### src/rtl/fp_pkg.sv
// Shared fp32 field layout, exponent constants and enums for the float-to-int path.
package fp_pkg;

    localparam int         FP_FRAC_W  = 23;
    localparam logic [7:0] FP_BIAS    = 8'd127;
    localparam logic [7:0] FP_EXP_MAX = 8'd255;
    // Biased exponent of 2^31: only -2^31 itself is representable there.
    localparam logic [7:0] FP_EXP_I32 = FP_BIAS + 8'd31;
    // Biased exponent at which {1,frac} is already the integer value (no shift).
    localparam logic [7:0] FP_EXP_INT = FP_BIAS + 8'(FP_FRAC_W);
    localparam int         SHIFT_CNT_W = 5;

    typedef struct packed {
        logic                 sign;
        logic [7:0]           exp;
        logic [FP_FRAC_W-1:0] frac;
    } fp32_t;

    typedef enum logic [1:0] {
        ST_IDLE,
        ST_SHIFT,
        ST_DONE
    } fp2int_state_e;

    typedef enum logic [2:0] {
        CLS_ZERO,
        CLS_SMALL,
        CLS_NORMAL,
        CLS_OVF,
        CLS_INF,
        CLS_NAN
    } fp_class_e;

endpackage

### src/rtl/fp_unpack.sv
// Combinational fp32 field split and operand classification, plus the shift
// distance/direction that brings {1,frac} to integer alignment.
module fp_unpack
    import fp_pkg::*;
(
    input  logic [31:0]            data_i,
    output logic                   sign_o,
    output logic [FP_FRAC_W-1:0]   frac_o,
    output logic [2:0]             class_o,
    output logic [SHIFT_CNT_W-1:0] shift_cnt_o,
    output logic                   shift_left_o
);

    fp32_t     op;
    fp_class_e cls;

    assign op     = fp32_t'(data_i);
    assign sign_o = op.sign;
    assign frac_o = op.frac;

    // NOTE: every signal written here gets a value before any branch, so no latch can be inferred.
    always_comb begin
        cls = CLS_NORMAL;
        if (op.exp == 8'd0) begin
            cls = CLS_ZERO;
        end else if (op.exp == FP_EXP_MAX) begin
            cls = (op.frac != '0) ? CLS_NAN : CLS_INF;
        end else if (op.exp < FP_BIAS) begin
            cls = CLS_SMALL;
        end else if (op.exp > FP_EXP_I32) begin
            cls = CLS_OVF;
        end else if ((op.exp == FP_EXP_I32) && !(op.sign && (op.frac == '0))) begin
            cls = CLS_OVF;
        end
    end

    assign class_o      = cls;
    assign shift_left_o = (op.exp > FP_EXP_INT);

    // |e - 23| never exceeds 23 for normal operands, so the low five bits suffice.
    assign shift_cnt_o = shift_left_o ? (op.exp[4:0] - FP_EXP_INT[4:0])
                                      : (FP_EXP_INT[4:0] - op.exp[4:0]);

endmodule

### src/rtl/fp2int_unit.sv
// Iterative fp32 -> int32 converter (truncate toward zero), one shift per cycle.
// Define FP2INT_SATURATE_EN to return saturated values on overflow instead of zero.
module fp2int_unit
    import fp_pkg::*;
(
    input  logic        clk,
    input  logic        rst_n,
    input  logic        in_valid,
    output logic        in_ready,
    input  logic [31:0] data_in,
    output logic        out_valid,
    input  logic        out_ready,
    output logic [31:0] data_out,
    output logic        ovf,
    output logic        inv
);

    logic                   op_sign;
    logic [FP_FRAC_W-1:0]   op_frac;
    logic [2:0]             op_class_w;
    fp_class_e              op_class;
    logic [SHIFT_CNT_W-1:0] op_cnt;
    logic                   op_left;
    logic [31:0]            ovf_value;

    fp2int_state_e          state_q, state_d;
    logic [31:0]            mag_q, mag_d;
    logic [SHIFT_CNT_W-1:0] cnt_q, cnt_d;
    logic                   left_q, left_d;
    logic                   sign_q, sign_d;
    logic [31:0]            data_q, data_d;
    logic                   ovf_q, ovf_d;
    logic                   inv_q, inv_d;

    fp_unpack u_unpack (
        .data_i       (data_in),
        .sign_o       (op_sign),
        .frac_o       (op_frac),
        .class_o      (op_class_w),
        .shift_cnt_o  (op_cnt),
        .shift_left_o (op_left)
    );

    assign op_class = fp_class_e'(op_class_w);

`ifdef FP2INT_SATURATE_EN
    assign ovf_value = op_sign ? 32'h8000_0000 : 32'h7FFF_FFFF;
`else
    assign ovf_value = 32'h0000_0000;
`endif

    always_comb begin
        state_d = state_q;
        mag_d   = mag_q;
        cnt_d   = cnt_q;
        left_d  = left_q;
        sign_d  = sign_q;
        data_d  = data_q;
        ovf_d   = ovf_q;
        inv_d   = inv_q;

        case (state_q)
            ST_IDLE: begin
                if (in_valid) begin
                    sign_d  = op_sign;
                    data_d  = 32'h0;
                    ovf_d   = 1'b0;
                    inv_d   = 1'b0;
                    cnt_d   = '0;
                    state_d = ST_DONE;
                    case (op_class)
                        CLS_NORMAL: begin
                            mag_d   = {8'h00, 1'b1, op_frac};
                            cnt_d   = op_cnt;
                            left_d  = op_left;
                            state_d = ST_SHIFT;
                        end
                        CLS_OVF, CLS_INF: begin
                            ovf_d  = 1'b1;
                            data_d = ovf_value;
                        end
                        CLS_NAN: begin
                            inv_d = 1'b1;
                        end
                        default: begin
                            data_d = 32'h0;
                        end
                    endcase
                end
            end
            ST_SHIFT: begin
                if (cnt_q != '0) begin
                    mag_d = left_q ? (mag_q << 1) : (mag_q >> 1);
                    cnt_d = cnt_q - 1'b1;
                end else begin
                    // -2^31 lands here as 0x80000000 and negates to itself.
                    data_d  = sign_q ? (~mag_q + 32'd1) : mag_q;
                    state_d = ST_DONE;
                end
            end
            ST_DONE: begin
                if (out_ready) begin
                    state_d = ST_IDLE;
                end
            end
            default: begin
                state_d = ST_IDLE;
            end
        endcase
    end

    // NOTE: state registers use non-blocking assignments so every flop samples pre-edge values.
    always_ff @(posedge clk or negedge rst_n) begin
        if (!rst_n) begin
            state_q <= ST_IDLE;
            mag_q   <= '0;
            cnt_q   <= '0;
            left_q  <= 1'b0;
            sign_q  <= 1'b0;
            data_q  <= '0;
            ovf_q   <= 1'b0;
            inv_q   <= 1'b0;
        end else begin
            state_q <= state_d;
            mag_q   <= mag_d;
            cnt_q   <= cnt_d;
            left_q  <= left_d;
            sign_q  <= sign_d;
            data_q  <= data_d;
            ovf_q   <= ovf_d;
            inv_q   <= inv_d;
        end
    end

    assign in_ready  = (state_q == ST_IDLE);
    assign out_valid = (state_q == ST_DONE);
    assign data_out  = data_q;
    assign ovf       = ovf_q;
    assign inv       = inv_q;

endmodule

### config.mk
export PLATFORM = sky130hd
export DESIGN_NAME = fp2int_unit
export DESIGN_NICKNAME = d
export VERILOG_FILES = /design/src/rtl/fp_pkg.sv /design/src/rtl/fp_unpack.sv /design/src/rtl/fp2int_unit.sv
export SDC_FILE = /design/constraint.sdc
export NUM_CORES = 1
export LEC_CHECK = 0
export ABC_CLOCK_PERIOD_IN_PS = 1900
export BUFFER_PORTS_ARGS = -buffer_cell sky130_fd_sc_hd__buf_4
export CAP_MARGIN = 20
export CORE_ASPECT_RATIO = 1.5
export CORE_MARGIN = 2
export CORE_UTILIZATION = 35
export CTS_BUF_LIST = sky130_fd_sc_hd__clkbuf_8 sky130_fd_sc_hd__clkbuf_16
export DETAILED_ROUTE_END_ITERATION = 12
export PLACE_DENSITY_LB_ADDON = 0.25
export SYNTH_ARGS = -nofsm -noshare
export SYNTH_HDL_FRONTEND = slang
export SYNTH_SLANG_ARGS = --single-unit
### constraint.sdc
create_clock -name clk -period 1.9 [get_ports clk]
set_input_delay 0.475 -clock clk [delete_from_list [all_inputs] [get_ports clk]]
set_output_delay 0.475 -clock clk [all_outputs]
set_load 0.02 [all_outputs]
==> results.toml, run 1 <==
[global_routing]
grt-ovfl-total = 0
grt_usage_pct = 19.3
grt_pass1_vias = 4329
grt_max_degree = 50
grt_pass1_wl_um = 21400
antenna_found_initial = 0

[critical_path]
cp_top_family = "simple AND/OR/NAND/NOR gates"
slowest_delay_ns = 0.49
worstSetupStartpointType = "flip-flop"
critPathKind = "flip-flop to flip-flop"
critPathCaptureType = "flip-flop"
arrival_ns = 2.28
crit_slowest_cell = "or4b_4"
cp_max_fo = 8
cp.required_ns = 2.12
crit_buf_inv = 3
crit_chain = "inv_2, ha_4, or4b_4, buf_6, or2_4, buf_12, nand3_1, o21ai_1"

[run_status]
violations = "setup timing"
status = "finished with violations"

[sta]
period_needed_ns = 2.07
setup_ws_ns = -0.166
rsz0062_at_grt = "yes"
tns_ns = -6.46
post-route-period-util_pct = 109
setup-violations-final = 63
tightest_slew_ns = 0.454
hold_viol = 0
fmax_mhz = 484
fin_skew_ns = 0.00597
slew_headroom_pct = 69.7
drv_slew = 0

[logic_synthesis]
synth_fa_ha_area_share_pct = 1.94
synthArstFlopShare_pct = 100
synth-seq-area-share_pct = 41.5
synth_xor_area_share_pct = 6.39
synth-simple-area-share_pct = 16.0
synth_edf_count = 0
ys_seq_elements = 75
synth_area_per_cell_um2 = 9.52
synthCells = 475
yosys_most_used_dff = "dfrtp_1"
synth_top_family_by_area = "compound AO/OA/AOI/OAI gates"
synthMuxAreaShare_pct = 13.5
synth_compound_area_share_pct = 16.9
ys_types = 53
synth_area_mm2 = 0.00452
synth_nets = 518
yosysWarnings = 0

[die]
ios = 72
coreArea_mm2 = 0.0126
core.rowCount = 50
die-area_mm2 = 0.0139
initial_utilization_pct = 36.0
die_w_um = 96.8
die_h_um = 143

[finish]
multiInputGateArea_mm2 = 0.00284
n_fill_cell = 1078
design_area_mm2 = 0.00691
fin_nets = 681
layout-drive-gt1-share_pct = 43.5
layout_common_cells = "buf_4, dfrtp_1, nand2_1"
final_common_cell = "buf_4"
utilization_pct = 54.9
antenna_cells = 0
ff_latch_area_mm2 = 0.00188
area_delta_synth_final_pct = 52.8

[power]
switching_share_pct = 39.6
power.internal_mw = 6.76
switching_power_mw = 4.43
leakage_nw = 3.23
combPwrFrac_pct = 59.1
power_mw = 11.2
pwr-share-clk_pct = 16.7
ir_drop_mv = 0.692
p_per_area_mw_per_mm2 = 1620
power_frac_seq_pct = 24.2

[clock_tree]
htreeDepth = 3
root_buffer = "clkbuf_16"
path_clk_slew_ns = 0.06
clkSinkCount = 75
insertion_delay_ns = 0.34
holdBufCountCts = 0
tritoncts.num_buffers = 9
cts_tree = "yes"
clockBufferDepth = 2

[route]
first_pass_iters = 4
ant_nets = 0
route.detailed.drc = 0
drt_iter0_drc = 242
via_per_inst = 5.36
vias = 4282
routed_wl_um = 14000
wl_per_cell_um = 17.5

[run]
maxCapViolCount = 0

[placed_design]
io_buffers = 71
gp_congestion = 0.807
hpwl_um = 9190
placed_area_mm2 = 0.00597
post-place-ws_ns = -0.586

[hold_path]
hold_class = "input pin to asynchronous set/reset pin"
## repair_timing
action	4_1_cts	5_1_grt
gates cloned	4	6
endpoints found under the setup margin	72	71
endpoints found under the hold margin	0	0
setup buffers	11	4
gates resized for setup	25	49
pin swaps	9	18
## metal layers
metal	up-vias	GRT usage [%]	share of wire [%]
met1	2091	22.1	40
met3	17	3.52	3.3
li1	2070	-	-
met5	-	0	0
met4	0	8.60	2.2
met2	104	34.9	55
## stage by stage
| step | hold WS (ns) | cells |
|---|---|---|
| 2_1_floorplan | 0.179 | 475 |
| 3_3_place_gp | 0.376 | 762 |
| 3_5_place_dp | 0.378 | 762 |
| 4_1_cts | 0.00829 | 792 |
| 5_1_grt | 0.0357 | 799 |
| 6_report | 0.00935 | 799 |
## layout make-up
type                    instances  area share [%]
clock inverters                 6            1.27
flip-flops and latches         75            27.2
inverters                      10           0.543
well taps                     156            2.83
clock buffers                  10            3.46
multi-input cells             358            41.1
repair buffers                184            23.6
## sequential cells by signal, summed over array words and instances (netlist names)
name / cells
data_out: 32
mag_q: 32
cnt_q: 5
state_q: 2
inv: 1
left_q: 1
ovf: 1
sign_q: 1
## power groups by stage
stage	logic (mW)	registers [mW]	clock network, mW
finish	6.61	2.71	1.87
global route	7.12	2.81	1.97
CTS	6.24	2.68	1.91
detailed placement	5.61	2.70	0
global placement	5.51	2.68	0
floorplan	3.22	3.04	0
## synthesized netlist by cell type (2+ instances only)
library cell	number	area, µm²
a211oi_1	2	15.0
a21oi_1	8	40.0
buf_1	2	7.51
buf_2	7	35.0
clkbuf_1	22	82.6
dfrtp_1	75	1880
ha_1	7	87.6
inv_1	9	33.8
mux2_1	17	191
mux2_2	6	67.6
mux2i_1	35	350
nand2_1	50	188
nand2b_1	2	12.5
nand3_1	37	185
nand4_1	2	12.5
nor2_1	14	52.6
nor2b_1	4	25.0
nor3_1	6	30.0
nor4_1	8	50.1
o211ai_1	4	30.0
o21ai_0	34	170
o21ai_1	30	150
o221ai_1	2	17.5
o2bb2ai_1	8	70.1
o31ai_1	14	105
o41ai_1	5	43.8
or3_1	4	25.0
or4_1	4	30.0
or4_4	2	22.5
xnor2_1	6	52.6
xor2_1	27	236
## final timing paths
kind / start / endpoint / slack, ns / cells past startpoint
worst max-delay path: cnt_q[1] / data_out[17] / -0.17 / 8
worst min-delay path: rst_n / data_out[2] / 0.009 / 1
worst max register to register: cnt_q[1] / data_out[17] / -0.17 / 8
worst min register to register: data_out[2] / data_out[2] / 0.48 / 2
max in group asynchronous: rst_n / mag_q[25] / 1.33 / 2
min in group clk: data_in[31] / sign_q / 0.36 / 3
## cells by family (layout without fill, tap and decap cells)
family          Yosys count  after routing
simple gates            142            142
compound gates          118            118
flops                    75             75
mux                      58             58
buf+inv                  42            210
xor+xnor                 33             33
fa+ha+maj                 7              7
Power figures use the tool's default switching activity.
==> run 2, diff against run 1 <==
Settings changed: SYNTH_HIERARCHICAL set to 1.
==> results.toml, run 2 <==
[finish]
final_common_cell = "buf_4"
fin_nets = 729
ff_latch_area_mm2 = 0.00188
design_area_mm2 = 0.00742
area_delta_synth_final_pct = 52.7
layout_common_cells = "buf_4, dfrtp_1, nand2_1"
stdcell_count = 853
layout-drive-gt1-share_pct = 45.3
n_fill_cell = 1198
multiInputGateArea_mm2 = 0.00320
antenna_cells = 0

[logic_synthesis]
synthCells = 536
synth_edf_count = 0
synth_nets = 579
synth_area_mm2 = 0.00486
yosysWarnings = 6
yosys_most_used_dff = "dfrtp_1"
ys_seq_elements = 75
synthArstFlopShare_pct = 100
synth_top_area_share_pct = 38.6
yosysMostFrequentCell = "dfrtp_1"
synth_area_per_cell_um2 = 9.07
synth.top_cells.by_area = "dfrtp_1, mux2_2, mux2i_1"
synth_common_cells = "dfrtp_1, o21ai_0, nand2_1"
synth_area_leader_cell = "dfrtp_1"
ys_types = 47
synth-seq-area-share_pct = 38.6

[power]
p_per_area_mw_per_mm2 = 1090
ir_drop_mv = 0.637
combPwrFrac_pct = 46.6
power.internal_mw = 5.26
power_frac_seq_pct = 27.5
leakage_nw = 3.39
switching_power_mw = 2.83
switching_share_pct = 35.0
pwr-share-clk_pct = 25.9

[placed_design]
place_inst = 816
hpwl_um = 10000
io_buffers = 71
gp_congestion = 0.791
placed_area_mm2 = 0.00628

[critical_path]
ff2ff_path_depth = 5
cp.required_ns = 2.12
reg2reg_to = "data_out[31]"
worstSetupStartpointType = "input pin"
crit_slowest_cell = "mux2_4"
critPathKind = "input pin to flip-flop"
critPathCaptureType = "flip-flop"
crit_buf_inv = 3
rrSetupSlack_ns = -0.45
slowest_delay_ns = 0.30
rr_startpoint = "mag_q[17]"
cp_max_fo = 5
endpoint = "mag_q[22]"
startpoint = "data_in[22]"
crit_cells = 12
cp_top_family = "simple AND/OR/NAND/NOR gates"
arrival_ns = 2.67
crit_chain = "buf_8, nor4_4, nand4_1, nor2_2, a21oi_1, o211a_1, nor3b_4, nand3b_1, a21oi_4, buf_6, clkbuf_16, mux2_4"

[sta]
rsz0062_at_grt = "yes"
period_needed_ns = 2.45
setup-violations-final = 47
drv_slew = 0
tightest_slew_ns = 0.574
fin_skew_ns = 0.00681
post-route-period-util_pct = 129
hold_slack_ns = -0.00290
slew_headroom_pct = 61.7
setup_ws_ns = -0.547
hold_viol = 5
fmax_mhz = 409
tns_ns = -17.95

[global_routing]
antenna_found_initial = 0
grt_usage_pct = 19.6
grt_max_degree = 66
grt-ovfl-total = 0
grt_pass1_wl_um = 23000
grt_pass1_vias = 4661

[run_status]
status = "finished with violations"
violations = "hold timing, setup timing"

[run]
maxCapViolCount = 0

[clock_tree]
clkSinkCount = 75
path_clk_slew_ns = 0.06
tritoncts.num_buffers = 9
clockBufferDepth = 2
holdBufCountCts = 0
htreeDepth = 3
cts_tree = "yes"
insertion_delay_ns = 0.34
root_buffer = "clkbuf_16"

[die]
die_w_um = 100
coreArea_mm2 = 0.0135
die_h_um = 148
die-area_mm2 = 0.0149
core.rowCount = 52
ios = 72
initial_utilization_pct = 35.9

[hold_path]
hold_class = "input pin to asynchronous set/reset pin"

[route]
drt_iter0_drc = 141
routed_wl_um = 14700
wl_per_cell_um = 17.2
vias = 4537
via_per_inst = 5.32
ant_nets = 0
first_pass_iters = 4
route.detailed.drc = 0
-- run 2: changes by cell type after synthesis, sizes merged, moves of 6 or more --
cell,delta
a21oi,+6
buf,+22
clkbuf,+10
mux2,+9
nor2,+8
o2bb2ai,-8
-- run 2: metrics by stage --
stage	worst slack [ns]	utilization [%]	power [mW]
finish	-0.547	54.8	8.09
global route	-0.638	54.8	8.53
CTS	-0.515	53.1	7.92
detailed placement	-0.919	46.4	5.44
global placement	-0.917	46.4	5.38
floorplan	-0.782	-	4.18
-- run 2: logic make-up (layout without fill, tap and decap cells) --
| logic type | after synthesis | count (layout) | synth area share, % |
|---|---|---|---|
| DFF | 75 | 75 | 38.6 |
| adders and majority gates | 7 | 7 | 1.80 |
| and+or+nand+nor | 169 | 169 | 17.6 |
| xor gates and xnor gates | 34 | 34 | 6.13 |
| muxes | 67 | 67 | 14.6 |
| AOI/OAI and AO/OA | 113 | 113 | 13.6 |
| buffers and inverters | 71 | 226 | 7.67 |
-- run 2: area by class of cell --
class	instances	area share (%)
multi-input cells	390	43.1
repair buffers	203	23.6
well taps	162	2.73
clock inverters	7	1.89
flip-flops and latches	75	25.3
clock buffers	9	3.03
inverters	7	0.354
-- run 2: worst reg2reg max path, cell delays in order (launching register included) --
cell and delay [ns]:
dfrtp_1 0.37, or4_4 0.54, or4_4 0.45, or4_4 0.44, or4_4 0.43, nand3_2 0.07
-- run 2: routing by layer --
| metal | GRT usage [%] | vias to the layer above | wire, µm |
|---|---|---|---|
| li1 | - | 2200 | - |
| met1 | 22.3 | 2218 | 5830 |
| met2 | 34.9 | 84 | 7820 |
| met3 | 2.54 | 35 | 409 |
| met4 | 10.8 | 0 | 638 |
| met5 | 0 | - | 0 |
-- run 2: how the worst min path moves through the flow --
| stage | depth (start not counted) | endpoint | slack [ns] |
|---|---|---|---|
| finish | 1 | data_out[2] | -0.003 |
| detailed placement | 1 | data_out[2] | 0.36 |
| global route | 1 | data_out[0] | 0.0002 |
| floorplan | 0 | cnt_q[0] | 0.18 |
| CTS | 1 | data_out[2] | 0.001 |
| global placement | 1 | data_out[0] | 0.36 |
-- run 2: repair_timing --
action,in CTS,in global routing
gates cloned,2,2
pin swaps,36,36
setup endpoints to repair,64,60
gates resized for setup,80,37
endpoints found under the hold margin,0,0
setup buffers,13,10
-- run 2: power by group through the flow --
stage                     Clock [mW]  Combinational (mW)  Sequential, mW
final                           2.10                3.77            2.23
after global placement             0                3.17            2.20
after CTS                       2.12                3.57            2.22
after detailed placement           0                3.22            2.22
after floorplan                    0                1.91            2.28
after global routing            2.20                4.06            2.27
==> run 3, diff against run 2 <==
Settings changed: SETUP_SLACK_MARGIN set to 0.05.
==> results.toml, run 3 (synthesized netlist as in run 2, its figures left out) <==
[power]
p_per_area_mw_per_mm2 = 1110
power_mw = 8.15
ir_drop_mv = 0.523
leakage_nw = 3.33

[finish]
antenna_cells = 0
area_delta_synth_final_pct = 50.8
design_area_mm2 = 0.00733
final_common_cell = "buf_4"
layout_common_cells = "buf_4, dfrtp_1, nand2_1, o21ai_0, mux2i_1"
layout-drive-gt1-share_pct = 44.3
stdcell_count = 842
fin_nets = 718
utilization_pct = 54.1
n_fill_cell = 1213

[sta]
setup_ws_ns = -0.555
period_needed_ns = 2.46
hold_slack_ns = 0.133
slew_headroom_pct = 68.7
rsz0062_at_grt = "yes"
post-route-period-util_pct = 129
tns_ns = -18.38
tightest_slew_ns = 0.470
drv_slew = 0
fin_skew_ns = 0.00776
hold_viol = 0
fmax_mhz = 407
setup-violations-final = 43

[die]
die-area_mm2 = 0.0149
die_h_um = 148
die_w_um = 100
coreArea_mm2 = 0.0135
initial_utilization_pct = 35.9
ios = 72
core.rowCount = 52

[route]
routed_wl_um = 14000
route.detailed.drc = 0
vias = 4439
wl_per_cell_um = 16.7
ant_nets = 0
first_pass_iters = 4
via_per_inst = 5.27
drt_iter0_drc = 143

[critical_path]
cp.required_ns = 2.12
endpoint = "mag_q[7]"
reg2reg_to = "data_out[31]"
ff2ff_path_depth = 5
worstSetupStartpointType = "input pin"
rrSetupSlack_ns = -0.50
critPathKind = "input pin to flip-flop"
rr_startpoint = "mag_q[17]"
arrival_ns = 2.67
critPathCaptureType = "flip-flop"
cp_max_fo = 5
startpoint = "data_in[13]"

[run_status]
status = "finished with violations"
violations = "setup timing"

[placed_design]
gp_congestion = 0.817
placed_area_mm2 = 0.00629
io_buffers = 71
place_inst = 809
post-place-ws_ns = -0.997
hpwl_um = 9780

[clock_tree]
insertion_delay_ns = 0.33
tritoncts.num_buffers = 9
cts_tree = "yes"
clockBufferDepth = 2
holdBufCountCts = 0
htreeDepth = 3
root_buffer = "clkbuf_16"
path_clk_slew_ns = 0.06
clkSinkCount = 75

[hold_path]
hold_class = "input pin to asynchronous set/reset pin"

[global_routing]
grt_pass1_wl_um = 22300
grt-ovfl-total = 0
grt_pass1_vias = 4600
antenna_found_initial = 0
grt_max_degree = 76
grt_usage_pct = 18.9

[run]
maxCapViolCount = 0
[run 3: cell count changes in the layout (fill, tap and decap cells not counted), moves of 2 or more]
cell,delta
buf_4,-10
ha_1,+2
mux2_2,+5
mux2_4,-5
nand3_2,-2
nor3_2,-2
nor3_4,+2
o21ai_0,+3
o21ai_1,-4
[run 3: power breakdown]
part	total, mW	switching, mW	internal (mW)
combinational	3.77	1.82	1.94
clock	2.12	0.668	1.45
sequential	2.27	0.329	1.94
[run 3: worst max-delay path, cell delays in order]
cell and delay [ns]:
buf_4 0.13, nor3_4 0.17, buf_4 0.12, nand4_1 0.10
nor2_2 0.16, a21oi_2 0.07, o211a_1 0.27, nor3b_4 0.21
nand3b_1 0.15, a21oi_4 0.22, buf_6 0.15, clkbuf_16 0.15
mux2_4 0.30
[run 3: cell type report]
type / instances / area (µm²) / share of cell area, %
clock inverter: 6 / 136 / 1.86
multi-input combinational: 390 / 3200 / 43.7
sequential: 75 / 1880 / 25.6
inverter: 7 / 26.3 / 0.359
timing repair buffer: 192 / 1650 / 22.5
tap: 162 / 203 / 2.77
clock buffer: 10 / 239 / 3.26
[run 3: timing repair]
action,in CTS,in global routing
setup buffers,14,4
pin swaps,26,20
gates resized for setup,59,41
gates cloned,2,1
setup endpoints to repair,56,62
[run 3: worst min-delay path by stage]
| stage | start | end | slack [ns] | cells past startpoint |
|---|---|---|---|---|
| after floorplan | rst_n | cnt_q[0] | 0.18 | 0 |
| after global placement | cnt_q[4] | cnt_q[4] | 0.46 | 1 |
| after detailed placement | inv | inv | 0.46 | 2 |
| after CTS | rst_n | data_out[4] | 0.17 | 2 |
| after global routing | rst_n | data_out[0] | 0.19 | 2 |
| final | rst_n | data_out[0] | 0.13 | 2 |
[run 3: per-layer routing]
layer	global-route usage, %	up-vias	wire length (µm)
met3	3.20	19	490
met1	21.3	2148	5690
met4	8.70	0	342
met2	34.4	92	7500
li1	-	2180	-
met5	0	-	0
